`src/rtl/muldiv_pkg.sv`:
```
// Shared types and constants for the sequential RV32M multiply/divide unit.
package muldiv_pkg;

    // funct3 encodings of the M-extension group
    typedef enum logic [2:0] {
        OpMul    = 3'b000,
        OpMulh   = 3'b001,
        OpMulhsu = 3'b010,
        OpMulhu  = 3'b011,
        OpDiv    = 3'b100,
        OpDivu   = 3'b101,
        OpRem    = 3'b110,
        OpRemu   = 3'b111
    } op_e;

    typedef enum logic [2:0] {
        StIdle,
        StPrep,
        StIter,
        StFix,
        StDone
    } state_e;

    // ALU control words; bit 4 selects subtract (b inverted, carry-in 1)
    localparam logic [4:0] ALU_ADD = 5'b00000;
    localparam logic [4:0] ALU_SUB = 5'b10000;

    // Carry flag position inside the ALU nzcv vector
    localparam int unsigned NZCV_C = 1;

    // Counter value of the final radix-2 iteration
    localparam logic [4:0] ITER_LAST = 5'd31;

    function automatic logic is_div(input op_e o);
        return o[2];
    endfunction

    function automatic logic is_rem(input op_e o);
        return (o == OpRem) || (o == OpRemu);
    endfunction

    function automatic logic rs1_signed(input op_e o);
        return (o == OpMulh) || (o == OpMulhsu) || (o == OpDiv) || (o == OpRem);
    endfunction

    function automatic logic rs2_signed(input op_e o);
        return (o == OpMulh) || (o == OpDiv) || (o == OpRem);
    endfunction

endpackage

```
`src/rtl/alu.sv`:
```
// 32-bit integer ALU: add/sub plus logic ops and set-less-than, with nzcv flags.
module alu (
    input  logic [31:0] a,
    input  logic [31:0] b,
    input  logic [4:0]  alu_control,
    output logic [31:0] result,
    output logic [3:0]  nzcv
);

    logic [31:0] b_eff;
    logic [31:0] sum;
    logic        carry;
    logic        overflow;

    // Shared adder; subtract is a + ~b + 1 so carry=1 means no borrow
    always_comb begin
        b_eff          = alu_control[4] ? ~b : b;
        {carry, sum}   = {1'b0, a} + {1'b0, b_eff} + 33'(alu_control[4]);
        overflow       = (a[31] == b_eff[31]) && (sum[31] != a[31]);
    end

    // Result select and flag generation
    always_comb begin
        result = sum;
        unique case (alu_control[3:0])
            4'b0000: result = sum;
            4'b0001: result = a & b;
            4'b0010: result = a | b;
            4'b0011: result = a ^ b;
            4'b0101: result = {31'd0, sum[31] ^ overflow};
            default: result = sum;
        endcase
        nzcv = {result[31], result == 32'd0, carry, overflow};
    end

endmodule

```
`src/rtl/muldiv_seq.sv`:
```
// Multi-cycle RV32M multiply/divide sequencer built around a single adder/subtractor.
// Radix-2: sign magnitudes are formed first, 32 add/sub iterations run, then signs
// are restored in a single fix-up cycle.
module muldiv_seq
    import muldiv_pkg::*;
#(
    parameter int unsigned XLEN = 32
) (
    input  logic            clk,
    input  logic            rst_n,
    input  logic            start_valid,
    output logic            start_ready,
    input  logic [2:0]      op,
    input  logic [XLEN-1:0] rs1,
    input  logic [XLEN-1:0] rs2,
    input  logic            flush,
    output logic            result_valid,
    input  logic            result_ready,
    output logic [XLEN-1:0] result,
    output logic            busy
);

    state_e          state;
    op_e             op_q;
    logic [XLEN-1:0] rs1_q;
    logic [XLEN-1:0] rs2_q;
    // Multiply: hi/lo hold the running product, addend is |rs1|.
    // Divide: hi is the partial remainder, lo the dividend/quotient, addend is |rs2|.
    logic [XLEN-1:0] hi;
    logic [XLEN-1:0] lo;
    logic [XLEN-1:0] addend;
    logic [4:0]      cnt;
    logic            neg_main;
    logic            neg_rem;

    logic            rs1_neg;
    logic            rs2_neg;
    logic [XLEN-1:0] rs1_mag;
    logic [XLEN-1:0] rs2_mag;

    logic [XLEN-1:0] alu_a;
    logic [XLEN-1:0] alu_b;
    logic [4:0]      alu_ctrl;
    logic [XLEN-1:0] alu_y;
    logic [3:0]      alu_nzcv;
    logic            alu_c;
    logic [2:0]      unused_nzcv;

    logic [2*XLEN-1:0] prod;
    logic [XLEN-1:0]   fix_result;

    assign start_ready = (state == StIdle) && !flush;
    assign busy        = (state != StIdle);
    assign alu_c       = alu_nzcv[NZCV_C];
    assign unused_nzcv = {alu_nzcv[3:2], alu_nzcv[0]};

    // Operand magnitudes from the latched request
    always_comb begin
        rs1_neg = rs1_signed(op_q) && rs1_q[XLEN-1];
        rs2_neg = rs2_signed(op_q) && rs2_q[XLEN-1];
        rs1_mag = rs1_neg ? -rs1_q : rs1_q;
        rs2_mag = rs2_neg ? -rs2_q : rs2_q;
    end

    // ALU operands: add to the product high word, or trial-subtract from the shifted remainder
    always_comb begin
        alu_a    = hi;
        alu_b    = addend;
        alu_ctrl = ALU_ADD;
        if (is_div(op_q)) begin
            alu_a    = {hi[XLEN-2:0], lo[XLEN-1]};
            alu_ctrl = ALU_SUB;
        end
    end

    alu u_alu (
        .a           (alu_a),
        .b           (alu_b),
        .alu_control (alu_ctrl),
        .result      (alu_y),
        .nzcv        (alu_nzcv)
    );

    // Sign correction and word selection for the final result
    always_comb begin
        prod       = neg_main ? -{hi, lo} : {hi, lo};
        fix_result = prod[2*XLEN-1:XLEN];
        unique case (op_q)
            OpMul:                      fix_result = prod[XLEN-1:0];
            OpMulh, OpMulhsu, OpMulhu:  fix_result = prod[2*XLEN-1:XLEN];
            OpDiv:                      fix_result = neg_main ? -lo : lo;
            OpDivu:                     fix_result = lo;
            OpRem:                      fix_result = neg_rem ? -hi : hi;
            OpRemu:                     fix_result = hi;
            default:                    fix_result = prod[XLEN-1:0];
        endcase
    end

    // Sequencer FSM with registered result and handshake state
    always_ff @(posedge clk) begin
        if (!rst_n) begin
            state        <= StIdle;
            op_q         <= OpMul;
            rs1_q        <= '0;
            rs2_q        <= '0;
            hi           <= '0;
            lo           <= '0;
            addend       <= '0;
            cnt          <= '0;
            neg_main     <= 1'b0;
            neg_rem      <= 1'b0;
            result       <= '0;
            result_valid <= 1'b0;
        end else if (flush) begin
            state        <= StIdle;
            cnt          <= '0;
            result_valid <= 1'b0;
        end else begin
            unique case (state)
                StIdle: begin
                    if (start_valid) begin
                        op_q  <= op_e'(op);
                        rs1_q <= rs1;
                        rs2_q <= rs2;
                        state <= StPrep;
                    end
                end
                StPrep: begin
                    if (is_div(op_q) && (rs2_q == '0)) begin
                        result       <= is_rem(op_q) ? rs1_q : '1;
                        result_valid <= 1'b1;
                        state        <= StDone;
                    end else begin
                        cnt      <= '0;
                        neg_main <= rs1_neg ^ rs2_neg;
                        neg_rem  <= rs1_neg;
                        hi       <= '0;
                        lo       <= is_div(op_q) ? rs1_mag : rs2_mag;
                        addend   <= is_div(op_q) ? rs2_mag : rs1_mag;
                        state    <= StIter;
                    end
                end
                StIter: begin
                    if (is_div(op_q)) begin
                        // Bit shifted out of hi makes the partial remainder 33 bits wide
                        if (hi[XLEN-1] || alu_c) begin
                            hi <= alu_y;
                            lo <= {lo[XLEN-2:0], 1'b1};
                        end else begin
                            hi <= {hi[XLEN-2:0], lo[XLEN-1]};
                            lo <= {lo[XLEN-2:0], 1'b0};
                        end
                    end else begin
                        if (lo[0]) begin
                            hi <= {alu_c, alu_y[XLEN-1:1]};
                            lo <= {alu_y[0], lo[XLEN-1:1]};
                        end else begin
                            hi <= {1'b0, hi[XLEN-1:1]};
                            lo <= {hi[0], lo[XLEN-1:1]};
                        end
                    end
                    cnt <= cnt + 5'd1;
                    if (cnt == ITER_LAST) begin
                        state <= StFix;
                    end
                end
                StFix: begin
                    result       <= fix_result;
                    result_valid <= 1'b1;
                    state        <= StDone;
                end
                StDone: begin
                    if (result_ready) begin
                        result_valid <= 1'b0;
                        state        <= StIdle;
                    end
                end
                default: begin
                    state <= StIdle;
                end
            endcase
        end
    end

endmodule
```
`config.mk`:
```
export PLATFORM = sky130hd
export DESIGN_NAME = muldiv_seq
export DESIGN_NICKNAME = d
export VERILOG_FILES = /design/src/rtl/muldiv_pkg.sv /design/src/rtl/alu.sv /design/src/rtl/muldiv_seq.sv
export SDC_FILE = /design/constraint.sdc
export NUM_CORES = 1
export LEC_CHECK = 0
export BUFFER_PORTS_ARGS = -buffer_cell sky130_fd_sc_hd__buf_2
export CAP_MARGIN = 15
export CORE_MARGIN = 2
export CORE_UTILIZATION = 50
export DETAILED_ROUTE_END_ITERATION = 12
export PLACE_DENSITY = 0.67
export SYNTH_ARGS = -nofsm -noshare
export SYNTH_HDL_FRONTEND = slang
export SYNTH_SLANG_ARGS = --single-unit
```
`constraint.sdc`:
```
create_clock -name clk -period 6.3 [get_ports clk]
set_input_delay 1.26 -clock clk [delete_from_list [all_inputs] [get_ports clk]]
set_output_delay 1.26 -clock clk [all_outputs]
set_load 0.1 [all_outputs]
```
* Yosys cells after proc, flatten, opt, wreduce, memory -nomap -nowiden
Index checks and enable logic that the tools add are counted.
Word-level totals: flip-flop bits (word level) 206, input bits 72
Operators by class: add/sub/neg operators 8, eq/ne operators 23, mux-type cells 35, bitwise gates (word level) 9, reduce and logical (&&, ||, !) cells 29
Operators with widths (number):
- 32-bit 2-to-1 mux | 17
- 32-bit one-hot mux with 2 select lines | 3
- 32-bit one-hot mux with 6 select lines | 1
- 32-bit negation | 4
- 32-bit one-hot mux with 4 select lines | 1
- 64-bit 2-to-1 mux | 1
- 64-bit negation | 1
- 32-bit by 32-bit adder with 33-bit output | 1
- 33-bit by 1-bit adder with 33-bit output | 1
- 32-bit bitwise AND | 1
- 32-bit zero test | 1
- 32-bit inverter | 1
- 32-bit OR | 1
- 32-bit XOR | 1
- 3-bit AND reduction | 6
- 3-bit == test (second input constant) | 5
- 3-bit one-hot mux with 5 select lines | 1
- 3-bit by 2-bit == test with 1-bit output (second input constant) | 4
- 3-bit 2-to-1 mux | 4
- 5-bit 2-to-1 mux | 2
- 2-bit != test (second input constant) | 5
- 5-bit one-hot mux with 2 select lines | 1
- 4-bit by 2-bit == test with 1-bit output (second input constant) | 2
- 1-bit logical OR | 7
- 19 further kinds | 32

* Longest topological paths before layout
depth after elaboration 11, depth in mapped cells 18

* Hierarchy
From an unflattened synthesis, not the netlist that was laid out.
Second synthesis, totals: cell total of the unflattened synthesis 2741, area total of the unflattened synthesis 19493.7 um^2
By module, submodules not included:
- muldiv_seq | times used 1, cells an instance 2124, area an instance 15133.3 um^2
- alu | times used 1, cells an instance 617, area an instance 4360.4 um^2

* Worst setup path before layout
Ideal clock, no wire load.
kind reg-to-reg, from reg op_q[2], to reg hi[31], arrival time 4271 ps, required time 6184 ps, path slack 1913 ps, stages on the path, launching flop included 17, path buffers 7, period minus slack after synthesis 4387 ps, path through dfxtp_1 -> clkbuf_1 -> buf_1 -> clkbuf_1 -> clkbuf_1 -> xor2_1 -> ha_1 -> clkbuf_1 -> and3_1 -> nand2_1 -> a211oi_1 -> o2111ai_1 -> nand3_1 -> clkbuf_1 -> clkbuf_1 -> o221ai_1 -> a31o_2
On the way: longest elaborated chain between the ends 8, elaborated cells on any way between the ends 17
RTL lines:
- from (decl) | RTL line muldiv_seq.sv:24 | op_e op_q;
- from (signal assigned) | RTL line muldiv_seq.sv:103 | op_q <= OpMul;
- from (signal assigned) | RTL line muldiv_seq.sv:122 | op_q <= op_e'(op);
- 5-bit 2-to-1 mux | RTL line muldiv_seq.sv:70 | if (is_div(op_q)) begin
- 32-bit 2-to-1 mux | RTL line alu.sv:17 | b_eff = alu_control[4] ? ~b : b;
- 32-bit by 32-bit adder with 33-bit output | RTL line alu.sv:18 | {carry, sum} = {1'b0, a} + {1'b0, b_eff} + 33'(alu_control[4]);
- 33-bit by 1-bit adder with 33-bit output | RTL line alu.sv:18
- 32-bit one-hot mux with 4 select lines / 1-bit logical OR (equally long branches) | RTL line alu.sv:25, muldiv_seq.sv:146
- 32-bit 2-to-1 mux | RTL line muldiv_seq.sv:146 | if (hi[XLEN-1] || alu_c) begin
- 32-bit 2-to-1 mux | RTL line muldiv_seq.sv:144 | if (is_div(op_q)) begin
- 32-bit one-hot mux with 2 select lines | RTL line muldiv_seq.sv:119 | unique case (state)
- to (signal assigned) | RTL line muldiv_seq.sv:147 | hi <= alu_y;
- to (signal assigned) | RTL line muldiv_seq.sv:150 | hi <= {hi[XLEN-2:0], lo[XLEN-1]};
- to (signal assigned) | RTL line muldiv_seq.sv:155 | hi <= {alu_c, alu_y[XLEN-1:1]};
- to (decl) | RTL line muldiv_seq.sv:29 | logic [XLEN-1:0] hi;
Several ways; a longest one is shown, not always the timed one. A chain may end at the register's enable or synchronous reset.

* Final worst setup path
from reg op_q[2], to reg hi[18]
On the way: longest elaborated chain between the ends 8, elaborated cells on any way between the ends 17
RTL lines:
- 5-bit 2-to-1 mux | RTL line muldiv_seq.sv:70
- 32-bit 2-to-1 mux | RTL line alu.sv:17
- 32-bit by 32-bit adder with 33-bit output | RTL line alu.sv:18
- 33-bit by 1-bit adder with 33-bit output | RTL line alu.sv:18
- 32-bit one-hot mux with 4 select lines / 1-bit logical OR (equally long branches) | RTL line alu.sv:25, muldiv_seq.sv:146
- 32-bit 2-to-1 mux (on tied branches) | RTL line muldiv_seq.sv:154, muldiv_seq.sv:146
- 32-bit 2-to-1 mux | RTL line muldiv_seq.sv:144
- 32-bit one-hot mux with 2 select lines | RTL line muldiv_seq.sv:119
- to (signal assigned) | RTL line muldiv_seq.sv:147
- to (signal assigned) | RTL line muldiv_seq.sv:155
- to (signal assigned) | RTL line muldiv_seq.sv:158 | hi <= {1'b0, hi[XLEN-1:1]};
Several ways; a longest one is shown, not always the timed one.

==> implementation parameters <==
Parameter                              Value

Route
  Post-route DRC ... 0
  Antenna Nets Post-Route ... 0
  WL final ... around 63000 um
  Total via count in the routed design ... ~17000
  Iter 0 DRT Violations ... roughly 2300
  Avg WL per Cell ... 23.5 um
  Vias/cell ... 6.50
  Iteration count of the initial detailed-routing pass ... 6

Timing
  Clock Skews ... 0.0171 ns
  Max-slew headroom at the worst pin ... 0.211
  Post-Route Setup TNS ... 0 ns
  Period Utilization, post-route ... 0.747
  Transition time at the pin with the least slew margin ... about 1.2 ns
  Hold Worst Slack ... ~0.47 ns
  Final number of setup-violating endpoints ... 0
  Final Slew Violations ... 0
  Min cycle time layout ... 4.71 ns
  F_max ... around 0.21 GHz
  RSZ-0062 raised after global routing ... false
  Number of hold violations in the final report ... 0

Clock tree
  Number of setup buffers added after CTS ... 0
  Maximum number of buffers from clock root to sink ... 3
  Maximum level of the CTS H-tree ... 1
  Number of clock sinks ... a little over 200
  CTS tree ... built
  Root cell of the clock tree ... clkbuf_16
  Total of hold buffers inserted after clock tree synthesis ... 0
  Clock transition at the register clock pins on the worst setup and hold paths after CTS ... approximately 0.06 ns
  Post-cts sizing count ... 0
  Number of buffers created by CTS ... 26
  Clock network latency to the later pin of the worst-skew pair ... 0.55 ns

Die
  Die width ... about 190 um
  Standard cell core area ... approximately 33000 um2
  I/O pin count ... between 100 and 150
  Number of core rows ... 66
  Vert. Die Dim ... 187 um
  Effective utilization at floorplan ... 0.511
  DIE AREA ... roughly 35000 um2

Logic synthesis
  Flip-flop and latch count after synthesis ... approximately 210
  Primary flip-flop cell chosen by synthesis mapping ... dfxtp_1
  Fraction of post-synthesis cell area in the top cell type by area ... 0.247
  Sequential-to-total area share from yosys stat ... 0.247
  Syn. warnings ... 0
  Top post-synthesis cells by area ... dfxtp_1, nand2_1, o21ai_0, xnor2_1, nor2_1
  Yosys cell types ... between 80 and 90
  Synthesized area per cell ... 7.40 um2
  Summed instance area of the synthesized netlist ... around 17000 um2
  Number of nets produced by synthesis ... 2367
  Synthesized netlist cell count ... ~2300
  Number of synthesized flops with an enable pin ... 0
  Top cell type by total area after synthesis ... dfxtp_1
  Share of flip-flops with an asynchronous set or reset after synthesis ... 0

Final layout
  Final nets ... around 2300
  Diode insertion count for antenna repair ... 0
  Number of standard cells in the layout, taps in and fillers out ... about 2700
  Filler Cell Count ... 3185
  Growth of design area from synthesis to finish ... 9.17%
  Share of final-layout standard cells stronger than drive strength 1 ... 0.127

Global routing
  Global route total overflow ... 0
  Wire length of the first global-routing pass ... ~96000 um
  Via count of the first global-routing pass ... between 15000 and 20000
  All-Layer GR Usage ... 0.349
  Largest net degree at the start of global routing ... 93
  Antenna violations before repair ... 0

Power and ir drop
  Worst IR Drop VDD ... 0.000201 V
  Total power draw ... between 3 and 4 mW
  Static leakage ... 7.31 nW
  Pwr Density ... approximately 200 nW/um2

Setup path
  Arrival time reported for the critical path endpoint ... 5.15 ns
  Most frequent CP cell ... mux2_2
  Library cell contributing the largest single delay on the critical path ... dfxtp_4
  Max incr delay on CP ... ~0.91 ns
  Critical Path End Type ... flip-flop
  Critical path peak fanout ... 66
  Worst setup SP type ... flip-flop
  Kind of critical path ... flip-flop to flip-flop
  Kind of cell adding the most delay to the critical path ... flip-flops
  Required arrival time at the worst endpoint ... 6.74 ns
  Register-to-register path setup slack ... around 1.6 ns
  Number of buffers and inverters on the critical path ... 2
  Sequence of cells on the critical path ... buf_12 > mux2_2 > ha_1 > o21ai_0 > nor4b_1 > a21o_1 > o2111ai_1 > nand3_2 > buf_4 > mux2_2 > a221o_1

Run
  Reported max-cap violation count ... 0

Place
  Port buffer count ... between 100 and 150
  Placer's final routability congestion estimate ... slightly below 1
  Placed instance count ... approximately 2600
  HPWL Detailed ... roughly 47000 um

Worst hold path
  Class of the worst hold path ... flip-flop to flip-flop

Run status
  Run status ... completed
==> power by group <==
part,switching (mW),internal [mW],leakage (nW),total (mW)
Sequential,0.0718,1.34,1.67,1.41
Clock,0.628,0.944,0.442,1.57
Combinational,0.405,0.209,5.19,0.614
Total,1.10,2.49,7.31,3.59
==> flip-flops by register name, indices dropped and copies added, names as in the netlist <==
register      cells
rs1_q            32
neg_rem           1
hi               32
result           32
cnt               5
op_q              3
result_valid      1
rs2_q            32
state             3
lo               32
addend           32
neg_main          1
==> path summary, 6_finish.rpt <==
| check | from | to | cells past startpoint |
|---|---|---|---|
| worst min register to register | addend[10] | addend[10] | 2 |
| worst max register to register | op_q[2] | hi[18] | 11 |
| worst min-delay path | addend[10] | addend[10] | 2 |
| worst max-delay path | op_q[2] | hi[18] | 11 |
==> worst reg2reg max path, stage by stage, from the launching register on <==
cell and delay [ns]:
dfxtp_4 0.91, buf_12 0.36, mux2_2 0.38, ha_1 0.37, o21ai_0 0.18, nor4b_1 0.40
a21o_1 0.23, o2111ai_1 0.16, nand3_2 0.43, buf_4 0.44, mux2_2 0.40, a221o_1 0.31
==> layout by cell type, fill, tap and decap left out, types with 48 or more instances in the layout <==
cell type  instances
o21ai_0          157
nor2_1           196
dfxtp_1          204
mux2i_1           54
a21oi_1          134
xor2_1            81
xnor2_1           87
a21boi_0          75
nand3_1           59
nand2_1          325
buf_2            105
nor3_1            48
==> routing by layer <==
layer / share of wire / GRT usage / up-vias
li1: - / - / 8138
met1: 0.42 / 0.480 / 8159
met2: 0.43 / 0.525 / 1000
met3: 0.093 / 0.0523 / 191
met4: 0.060 / 0.187 / 0
met5: 0 / 0 / -
==> kinds of logic (layout without fill, tap and decap cells) <==
group | count (synthesis) | in the layout | share of synthesized area
multiplexers | 102 | 102 | 0.0735
AND/OR/NAND/NOR | 826 | 826 | 0.233
buffers and inverters | 233 | 225 | 0.0541
flip-flops | 206 | 206 | 0.247
XOR/XNOR | 168 | 168 | 0.0881
AO/OA/AOI/OAI | 684 | 684 | 0.275
adder cells (fa/ha/maj) | 38 | 38 | 0.0289
==> synth_stat cells (15+ instances only) <==
cell and number:
a211oi_1 47, a21boi_0 75, a21o_1 19, a21oi_1 134
a31oi_1 25, and2_1 23, and3_1 18, buf_1 20
clkbuf_1 169, dfxtp_1 206, ha_1 37, inv_1 33
mux2_2 35, mux2i_1 54, nand2_1 327, nand3_1 60
nand4_1 15, nor2_1 196, nor3_1 48, o211ai_1 35
o21ai_0 157, o221ai_1 22, o31ai_1 29, or3_1 31
or4_1 21, xnor2_1 87, xor2_1 81
==> cell type report <==
type / instances / area, um2 / area share
multi-input combinational: 1818 / 11700 / 0.642
sequential: 206 / 4130 / 0.226
timing repair buffer: 144 / 831 / 0.0456
clock buffer: 32 / 724 / 0.0397
tap: 442 / 553 / 0.0303
clock inverter: 16 / 176 / 0.00967
inverter: 33 / 124 / 0.00679
==> stage by stage <==
stage | worst slack [ns] | cell area [um2] | utilization
after detailed placement | 1.68 | 17300 | 0.530
final | 1.59 | 18200 | 0.558
after floorplan | 1.91 | 16700 | -
after CTS | 1.66 | 18200 | 0.558
after global placement | 1.75 | 17300 | 0.530
after global routing | 1.28 | 18200 | 0.558
(Power assumes the default switching activity.)
